[src/rtl/misr_sig_engine_pkg.sv]
`default_nettype none
// ============================================================================
//  Module   : misr_pkg
//  Purpose  : Shared definitions for the MISR signature engine: FSM state
//             encoding, default feedback tap masks for common widths and the
//             pure next-signature function used by the datapath.
//  Ports    : none (package)
//  Revision : 1.0 - initial release
// ============================================================================
package misr_pkg;

  // FSM state encoding, kept as plain constants for legacy tool flows
  localparam int         STATE_W    = 3;
  localparam logic [2:0] ST_IDLE    = 3'd0;
  localparam logic [2:0] ST_COMPACT = 3'd1;
  localparam logic [2:0] ST_CMP     = 3'd2;
  localparam logic [2:0] ST_DONE    = 3'd3;
  localparam logic [2:0] ST_UNLOAD  = 3'd4;

  // Default tap masks; bit i set means sig[i] contributes to the feedback
  localparam logic [15:0] POLY_16 = 16'hB400;
  localparam logic [31:0] POLY_32 = 32'h8020_0003;
  localparam logic [63:0] POLY_64 = 64'hD800_0000_0000_0000;

  // Widest signature the helper function handles
  localparam int MAX_W = 64;

  // One compaction step. Operands are zero-extended to MAX_W by the caller;
  // only the low 'width' bits of the result are meaningful.
  function automatic logic [MAX_W-1:0] misr_next(
    input logic [MAX_W-1:0] sig,
    input logic [MAX_W-1:0] data,
    input logic [MAX_W-1:0] poly,
    input int               width
  );
    logic [MAX_W-1:0] nxt;
    logic             fb;
    nxt    = '0;
    fb     = ^(sig & poly);
    nxt[0] = fb ^ data[0];
    for (int i = 1; i < MAX_W; i++) begin
      if (i < width) begin
        nxt[i] = sig[i-1] ^ data[i];
      end
    end
    return nxt;
  endfunction

endpackage
`default_nettype wire

[src/rtl/misr_sig_engine_if.sv]
`default_nettype none
// ============================================================================
//  Module   : misr_sig_engine_if
//  Purpose  : Data-beat handshake from the circuit under test plus the serial
//             signature unload stream.
//  Signals  : in_valid/in_data (beat offer), in_ready (engine accepts),
//             so/so_valid (serial signature, MSB first)
//  Modports : master - beat source / unload sink, slave - the engine
//  Revision : 1.0 - initial release
// ============================================================================
interface misr_sig_engine_if #(
  parameter int WIDTH = 32
);
  logic             in_valid;
  logic [WIDTH-1:0] in_data;
  logic             in_ready;
  logic             so;
  logic             so_valid;

  modport master (
    output in_valid,
    output in_data,
    input  in_ready,
    input  so,
    input  so_valid
  );

  modport slave (
    input  in_valid,
    input  in_data,
    output in_ready,
    output so,
    output so_valid
  );
endinterface
`default_nettype wire

[src/rtl/misr_sig_engine_core.sv]
`default_nettype none
// ============================================================================
//  Module   : misr_core
//  Purpose  : Signature register with its load / compact / rotate datapath.
//             Control strobes come from the FSM in misr_sig_engine.
//  Ports    : clk, reset_n (sync, active-low)
//             load   - reload SEED (highest priority)
//             step   - compact 'data' into the signature
//             rotate - rotate the signature left by one (serial unload)
//             data   - response word, sig - current signature
//  Revision : 1.0 - initial release
// ============================================================================
module misr_core
  import misr_pkg::*;
#(
  parameter int               WIDTH = 32,
  parameter logic [WIDTH-1:0] POLY  = WIDTH'(32'h8020_0003),
  parameter logic [WIDTH-1:0] SEED  = WIDTH'(1)
) (
  input  logic             clk,
  input  logic             reset_n,
  input  logic             load,
  input  logic             step,
  input  logic             rotate,
  input  logic [WIDTH-1:0] data,
  output logic [WIDTH-1:0] sig
);

  logic [WIDTH-1:0] r_sig;
  logic [WIDTH-1:0] w_next;

  // The helper works on MAX_W-bit operands; WIDTH must not exceed MAX_W
  always_comb begin
    w_next = WIDTH'(misr_next(MAX_W'(r_sig), MAX_W'(data), MAX_W'(POLY), WIDTH));
  end

  always_ff @(posedge clk) begin
    if (!reset_n) begin
      r_sig <= SEED;
    end else if (load) begin
      r_sig <= SEED;
    end else if (step) begin
      r_sig <= w_next;
    end else if (rotate) begin
      // MSB leaves on 'so' and re-enters at bit 0, so after WIDTH
      // rotations the signature is restored
      r_sig <= {r_sig[WIDTH-2:0], r_sig[WIDTH-1]};
    end
  end

  assign sig = r_sig;

endmodule
`default_nettype wire

[src/rtl/misr_sig_engine.sv]
`default_nettype none
// ============================================================================
//  Module   : misr_sig_engine
//  Purpose  : BIST response compactor. Seeds a MISR, compacts a programmed
//             number of beats, compares against a golden signature and can
//             shift the signature out serially.
//  Ports    : clk, reset_n (sync, active-low)
//             start/num_beats - begin compaction (IDLE/DONE only)
//             abort           - back to IDLE from anywhere
//             bus             - beat handshake + serial unload (slave)
//             golden          - expected signature, sampled in CMP
//             unload          - begin serial shift-out from DONE
//             busy/done/pass  - status, signature - current register
//  Revision : 1.0 - initial release
// ============================================================================
module misr_sig_engine
  import misr_pkg::*;
#(
  parameter int               WIDTH = 32,
  parameter logic [WIDTH-1:0] POLY  = WIDTH'(32'h8020_0003),
  parameter logic [WIDTH-1:0] SEED  = WIDTH'(1),
  parameter int               CNT_W = 16
) (
  input  logic               clk,
  input  logic               reset_n,
  input  logic               start,
  input  logic               abort,
  input  logic [CNT_W-1:0]   num_beats,
  misr_sig_engine_if.slave   bus,
  input  logic [WIDTH-1:0]   golden,
  input  logic               unload,
  output logic               busy,
  output logic               done,
  output logic               pass,
  output logic [WIDTH-1:0]   signature
);

  localparam int SHIFT_W = $clog2(WIDTH + 1);

  logic [STATE_W-1:0] r_state;
  logic [CNT_W-1:0]   r_cnt;
  logic [SHIFT_W-1:0] r_shift;
  logic               r_pass;

  logic w_idle_or_done;
  logic w_start_ok;
  logic w_accept;
  logic w_load;
  logic w_step;
  logic w_rotate;

  assign w_idle_or_done = (r_state == ST_IDLE) || (r_state == ST_DONE);
  assign w_start_ok     = start && w_idle_or_done && !abort;
  assign w_accept       = (r_state == ST_COMPACT) && bus.in_valid;
  assign w_load         = abort || w_start_ok;
  assign w_step         = w_accept && !abort;
  assign w_rotate       = (r_state == ST_UNLOAD) && !abort;

  misr_core #(
    .WIDTH (WIDTH),
    .POLY  (POLY),
    .SEED  (SEED)
  ) u_core (
    .clk     (clk),
    .reset_n (reset_n),
    .load    (w_load),
    .step    (w_step),
    .rotate  (w_rotate),
    .data    (bus.in_data),
    .sig     (signature)
  );

  always_ff @(posedge clk) begin
    if (!reset_n) begin
      r_state <= ST_IDLE;
      r_cnt   <= '0;
      r_shift <= '0;
      r_pass  <= 1'b0;
    end else if (abort) begin
      r_state <= ST_IDLE;
      r_cnt   <= '0;
      r_shift <= '0;
      r_pass  <= 1'b0;
    end else if (w_start_ok) begin
      // start outranks unload when both arrive in DONE
      r_cnt   <= num_beats;
      r_pass  <= 1'b0;
      r_state <= (num_beats == '0) ? ST_CMP : ST_COMPACT;
    end else begin
      case (r_state)
        ST_COMPACT: begin
          if (bus.in_valid) begin
            r_cnt <= r_cnt - CNT_W'(1);
            if (r_cnt == CNT_W'(1)) begin
              r_state <= ST_CMP;
            end
          end
        end
        ST_CMP: begin
          r_pass  <= (signature == golden);
          r_state <= ST_DONE;
        end
        ST_DONE: begin
          if (unload) begin
            r_shift <= SHIFT_W'(WIDTH);
            r_state <= ST_UNLOAD;
          end
        end
        ST_UNLOAD: begin
          r_shift <= r_shift - SHIFT_W'(1);
          if (r_shift == SHIFT_W'(1)) begin
            r_state <= ST_DONE;
          end
        end
        ST_IDLE: begin
          r_state <= ST_IDLE;
        end
        default: begin
          r_state <= ST_IDLE;
        end
      endcase
    end
  end

  // All status outputs decode registered state only
  assign bus.in_ready = (r_state == ST_COMPACT);
  assign bus.so_valid = (r_state == ST_UNLOAD);
  assign bus.so       = (r_state == ST_UNLOAD) && signature[WIDTH-1];
  assign busy         = (r_state == ST_COMPACT) || (r_state == ST_CMP) ||
                        (r_state == ST_UNLOAD);
  assign done         = (r_state == ST_DONE);
  assign pass         = r_pass;

endmodule
`default_nettype wire

[src/flat_wrapper.sv]
// flat-port wrapper written by rule: the top's interface ports become plain ports
module misr_sig_engine_flat import misr_pkg::*;
#(
  parameter int               WIDTH = 32,
  parameter logic [WIDTH-1:0] POLY  = WIDTH'(32'h8020_0003),
  parameter logic [WIDTH-1:0] SEED  = WIDTH'(1),
  parameter int               CNT_W = 16
)
  (clk, reset_n, start, abort, num_beats, golden, unload, busy, done, pass, signature, bus_in_valid, bus_in_data, bus_in_ready, bus_so, bus_so_valid);
  misr_sig_engine_if #(.WIDTH(WIDTH)) bus_i ();
  input  logic clk;
  input  logic reset_n;
  input  logic start;
  input  logic abort;
  input  logic [CNT_W-1:0] num_beats;
  input  logic [WIDTH-1:0] golden;
  input  logic unload;
  output logic busy;
  output logic done;
  output logic pass;
  output logic [WIDTH-1:0] signature;
  input wire logic [$bits(bus_i.in_valid)-1:0] bus_in_valid;
  input wire logic [$bits(bus_i.in_data)-1:0] bus_in_data;
  output wire logic [$bits(bus_i.in_ready)-1:0] bus_in_ready;
  output wire logic [$bits(bus_i.so)-1:0] bus_so;
  output wire logic [$bits(bus_i.so_valid)-1:0] bus_so_valid;
  assign bus_i.in_valid = bus_in_valid;
  assign bus_i.in_data = bus_in_data;
  assign bus_in_ready = bus_i.in_ready;
  assign bus_so = bus_i.so;
  assign bus_so_valid = bus_i.so_valid;
  misr_sig_engine #(.WIDTH(WIDTH), .POLY(POLY), .SEED(SEED), .CNT_W(CNT_W)) u_core (.clk(clk), .reset_n(reset_n), .start(start), .abort(abort), .num_beats(num_beats), .bus(bus_i), .golden(golden), .unload(unload), .busy(busy), .done(done), .pass(pass), .signature(signature));
endmodule
[config.mk]
export PLATFORM = sky130hd
export DESIGN_NAME = misr_sig_engine_flat
export DESIGN_NICKNAME = d
export VERILOG_FILES = /design/src/rtl/misr_sig_engine_pkg.sv /design/src/rtl/misr_sig_engine_if.sv /design/src/rtl/misr_sig_engine_core.sv /design/src/rtl/misr_sig_engine.sv /design/src/flat_wrapper.sv
export SDC_FILE = /design/constraint.sdc
export NUM_CORES = 1
export LEC_CHECK = 0
export ABC_AREA = 1
export ABC_CLOCK_PERIOD_IN_PS = 1850
export BUFFER_PORTS_ARGS = -buffer_cell sky130_fd_sc_hd__buf_2
export CORE_MARGIN = 4
export CORE_UTILIZATION = 52
export DETAILED_ROUTE_END_ITERATION = 6
export PLACE_DENSITY = 0.82
export RECOVER_POWER = 100
export SLEW_MARGIN = 20
export SYNTH_ARGS = -nofsm -noshare
export SYNTH_HDL_FRONTEND = slang
export SYNTH_HIERARCHICAL = 1
export SYNTH_SLANG_ARGS = --single-unit
export TNS_END_PERCENT = 10
[constraint.sdc]
create_clock -name clk -period 1.85 [get_ports clk]
set_input_delay 0.0925 -clock clk [delete_from_list [all_inputs] [get_ports clk]]
set_output_delay 0.0925 -clock clk [all_outputs]
set_load 0.02 [all_outputs]
# Word-level counts from Yosys, hierarchy flattened
# Index checks and enable logic that the tools add are counted.
# Widths: inputs -> output; s select.
# word_totals
ff_bits	58
latchBits	0
ram_bits	0
rom_bits	0
out_inout_bits	38
word_cells	91
memories	0
# classes
n_addsub	2
n_mul	0
div	0
n_lt_le_gt_ge	0
n_eq_ne	12
n_shift	0
n_mux	14
n_bitwise	34
reduce_logical	24
# op_table
op	n
$mux 32	2
$reduce_xor 64->1	1
$mux 16	3
$eq 32x32->1	1
$xor 1x1->1	32
$eq 16x1->1 const B	1
$logic_not 16->1	1
$sub 16x1->16 const B	1
$mux 3	5
$pmux 3 s4	1
$pmux 6 s2	1
$reduce_bool 2->1	4
$eq 3x2->1 const B	2
$eq 6x1->1 const B	1
$logic_and 1x1->1	6
$mux 6	1
$ne 3x1->1 const B	2
$ne 3x2->1 const B	2
$sub 6x1->6 const B	1
$logic_or 1x1->1	4
$reduce_and 4->1	1
$reduce_or 2->1	2
$eq 3x1->1 const B	1
$eq 3x3->1 const B	1
other kinds (8)	9

# Logic depth before layout (Yosys ltp)
# logic_depth
depth_word	6
ltp_mapped	11
ltp_nobuf	11

# Hierarchy
# Netlist, hierarchy kept.
# by_module_without_submodules
module	instances	cells_each	area_each_um2
misr_sig_engine	1	400	2250.9
misr_core	1	193	1591.5

# Worst setup path before layout
# Ideal clock, no wire load.
# synth_timing
kind	reg2reg
from	reg u_core.r_state[0]
to	reg u_core.u_core.r_sig[22] (netlist: u_core/u_core/sig[22])
setup_time_ps	70
arrival_time_ps	1849
required_ps	1780
slack_ps	-69
path_stages_with_launch	11
path_buffers	3
synth_period_minus_slack_ps	1919
cell_sequence	dfxtp_1 inv_2 nor3_2 nand2_2 buf_2 nor2_1 buf_6 buf_6 nand2_1 xor2_1 a21oi_1
# synth_between
elab_cells_between_ends	14
cone_classes	3 x eq/ne; 1 x mux; 10 x reduce/logical
# synth_rtl
element	line	source
start, declared	misr_sig_engine.sv:40	logic [STATE_W-1:0] r_state;
start signal, assigned	misr_sig_engine.sv:88	r_state <= (num_beats == '0) ? ST_CMP : ST_COMPACT;
$eq 3x1->1 *	n/a	
named net bus_in_ready	flat_wrapper.sv:24	output wire logic [$bits(bus_i.in_ready)-1:0] bus_in_ready;
$logic_and 1x1->1 *	misr_sig_engine.sv:54	assign w_accept = (r_state == ST_COMPACT) && bus.in_valid;
$logic_and 1x1->1 *	misr_sig_engine.sv:56	assign w_step = w_accept && !abort;
named net u_core.w_step	misr_sig_engine.sv:49	logic w_step;
$mux 32 or $reduce_bool 2->1 (tied branches)	n/a	
end signal, assigned	misr_sig_engine_core.sv:43	r_sig <= w_next;
end signal, assigned	misr_sig_engine_core.sv:47	r_sig <= {r_sig[WIDTH-2:0], r_sig[WIDTH-1]};
end, declared	misr_sig_engine_core.sv:29	logic [WIDTH-1:0] r_sig;
# Mark *: on every way through the listed nets, which the timed path passes. The rest lies on a longest branch.
# A chain may end at the register's enable or synchronous reset.

# Worst setup path in the final report
# layout_timing
from	reg u_core.r_state[2]
to	reg u_core.u_core.r_sig[30] (netlist: u_core/u_core/sig[30])
# layout_between
elab_cells_between_ends	14
cone_classes	3 x eq/ne; 1 x mux; 10 x reduce/logical
# layout_rtl
element	line
$eq 3x1->1 *	misr_sig_engine.sv:54
$logic_and 1x1->1 *	misr_sig_engine.sv:54
$logic_and 1x1->1 *	misr_sig_engine.sv:56
named net u_core.w_step	misr_sig_engine.sv:49
$mux 32 or $reduce_bool 2->1 (tied branches)	n/a
# Marks and branches as above.

==> key figures <==
Run status
  – Status: complete, no violations

Placed design
  – DP Area: 4500 um2
  – Port Buf Inserts: between 100 and 150
  – Routability congestion estimate from global placement: 0.887
  – Post-DP HPWL: about 7.6 mm
  – Pre-CTS setup slack: 0.127 ns

Setup path
  – Crit path DAT: 1.91 ns
  – CP max stage delay: ~0.36 ns
  – Data required, critical path: between 2 and 2.5 ns
  – Type of the worst setup path: reg2reg
  – Worst path slowest cell: dfxtp_1
  – Crit-path max FO: 33
  – Most used cell, CP: nand2_1
  – CP endpoint kind: register
  – Crit path cell chain: nor3_4, nand2_1, nor2_2, buf_12, nand2_1, xor2_1, a21oi_1
  – Setup crit start kind: register

Finish
  – Final net count: 805
  – Core Util, Final: between 60% and 70%
  – Design area: 4610 um2
  – Share of cells above drive strength 1: between 10% and 20%
  – P&R area growth vs syn: 20.1%

STA
  – Setup ws final: between 0.1 and 0.15 ns
  – Final Slew Violations: 0
  – RSZ-0062 raised after global routing: no
  – Final critical-path required period: 1.70 ns
  – Final worst path period share: 92.1%
  – Final setup violation count: 0
  – Rel. slew slack: 66.6%
  – Hold Slack: 0.0271 ns
  – Achievable frequency: 587 MHz
  – Layout Skew: 0.0101 ns
  – Final Hold Fails: 0
  – Slew @ Worst Pin: roughly 0.50 ns
  – Setup TNS: 0 ns

Die
  – Core box area: between 7000 and 8000 um2
  – I/O pin cnt: 124
  – FP Rows: 31
  – Die X: between 90 and 100 um
  – Initial Utilization: a little over half
  – Die area: 8830 um2
  – Chip height: between 90 and 100 um

Synth
  – Synth Register Bits: 58
  – Most frequent cell after synthesis: nand2_1
  – Yosys cell types: 31
  – Post-Syn Area per Cell: around 6.5 um2
  – Syn Inst Count: approximately 590
  – Register area share after synthesis: 30.2%
  – Syn nets: 683
  – EDFF count, synth: 0
  – Area contributors post-synth: dfxtp_1, nand2_1, xor2_1
  – Post-synth top area cell: dfxtp_1
  – Share of the synthesized area in the top cell type: a little under a third
  – Top post-synthesis cells by count: nand2_1, inv_1, nor2_1, dfxtp_1, a21oi_1
  – Async SR Flop Fraction: 0%
  – Post-Syn Area: around 3800 um2
  – Main synth FF type: dfxtp_1
  – Yosys warning count: 6

Clock network
  – Post-CTS Setup Inserts: 0
  – CTS tree: built
  – Sink Count: 58
  – H-tree lvl count: 3
  – TritonCTS buffer count: 9
  – Clock tree buffer depth: 2
  – Clock latency on the worst-skew pair: 0.34 ns
  – Post-CTS resize count: 0
  – Hold buffer count at cts: 0
  – Worst-path clk slew: 0.06 ns
  – Clk root buf: clkbuf_8

Job
  – Max_cap viols: 0

Drt
  – Drt wl/cell: 12.3 um
  – DRC Markers: 0
  – Initial drt markers: 170
  – Vias per std cell: between 4 and 5
  – Vias post-DR: between 4000 and 5000
  – Final WL: approximately 10 mm
  – Pre-antenna DRT Iters: 5
  – Final ANT Viol Nets: 0

Pwr
  – Peak supply drop: between 300 and 400 uV
  – Combinational fraction of design power: 15.9%
  – Internal power: around 2000 uW
  – Switching Fraction: between 20 and 30%
  – Sequential power share: between 40 and 50%
  – P_sw: roughly 760 uW
  – Clock power frac: around 37%
  – Static Leak: approximately 0.0022 uW
  – Power per Cell Area: 596 nW/um2

GRT
  – GRT overflow: 0
  – Global-route wire length before repair: 16.7 mm
  – Initial antenna violation count: 0
  – Vias in the first global route: around 3900
  – Largest net degree at the start of global routing: 63
  – Overall Global Routing Usage: a little under a quarter

Min path
  – Worst hold path class: in2reg
[logic make-up after synthesis]
group | count (synthesis) | share of synthesized area [%]
buf+inv | 99 | 12.0
fa+ha+maj | 4 | 1.30
simple gates | 271 | 29.7
xor+xnor | 56 | 12.8
compound gates | 105 | 14.0
flops | 58 | 30.2
[critical path, delay by kind of cell, from the launching register on]
| kind | cells | cell delay (ns) |
|---|---|---|
| buf+inv | 1 | 0.24 |
| xor+xnor | 1 | 0.15 |
| flops | 1 | 0.36 |
| compound gates | 1 | 0.08 |
| simple gates | 4 | 0.75 |
[final timing paths]
check	cells past startpoint	slack (ns)	end	startpoint
setup reg to reg	7	0.15	u_core/u_core/sig[30]$_SDFFE_PP0P_	u_core/r_state[2]$_SDFFE_PP0P_
hold / removal	3	0.03	u_core/r_cnt[7]$_SDFFE_PP0P_	num_beats[7]
hold reg to reg	2	0.49	u_core/r_shift[1]$_SDFFE_PP0P_	u_core/r_shift[1]$_SDFFE_PP0P_
setup / recovery	7	0.15	u_core/u_core/sig[30]$_SDFFE_PP0P_	u_core/r_state[2]$_SDFFE_PP0P_
[registers in the layout (all words and copies together), names as in the netlist]
signal	cells
u_core/u_core/sig	32
u_core/r_cnt	16
u_core/r_shift	6
u_core/pass	1
u_core/r_state	3
[through the flow]
step	power [uW]	cells
4_1_cts	2770	818
6_report	2750	819
5_1_grt	2880	818
2_1_floorplan	1580	593
3_3_place_gp	1730	803
3_5_place_dp	1750	803
[per-layer routing]
layer	GRT usage, %	vias to the layer above	part of all wire (%)
met5	0	-	0
met4	10.3	0	2.7
met3	5.37	26	7.7
met2	38.3	150	47
met1	29.5	1812	43
li1	-	2085	-
[cell usage in the layout, fill, tap and decap left out]
cell type	instances
inv_1	72
nor3b_2	1
a21boi_0	1
diode_2	1
buf_4	2
inv_2	8
nor3_1	2
o211ai_1	3
xor2_1	38
a21oi_1	51
buf_2	88
nand2_2	2
nand3_1	20
nand3_4	1
a31oi_1	3
nor2_2	4
clkbuf_1	36
inv_8	1
nor3_2	1
nand2_1	170
nor2_1	61
clkbuf_4	2
nor2_8	1
or2_1	1
nor3_4	1
clkinv_2	3
nand4_1	4
or2_2	1
o21ai_0	16
xnor2_1	18
clkbuf_8	11
ha_1	4
o21ai_1	31
nand3_2	1
buf_12	1
clkbuf_2	1
dfxtp_1	58
[power by group through the flow]
stage               Clock [uW]  Sequential [uW]  Combinational, uW
floorplan                    0             1310                274
global placement             0             1310                424
detailed placement           0             1310                437
CTS                       1050             1280                439
global route              1100             1290                496
finish                    1030             1280                438
[final cells by class]
type / count / area, um2
repair buffers: 129 / 627
multi-input cells: 436 / 2220
diodes: 1 / 2.50
clock inverters: 3 / 15.0
inverters: 81 / 312
fillers: 671 / 2600
clock buffers: 12 / 155
well taps: 99 / 124
flip-flops and latches: 58 / 1160
Note: power is estimated with default switching activity, not from simulation.
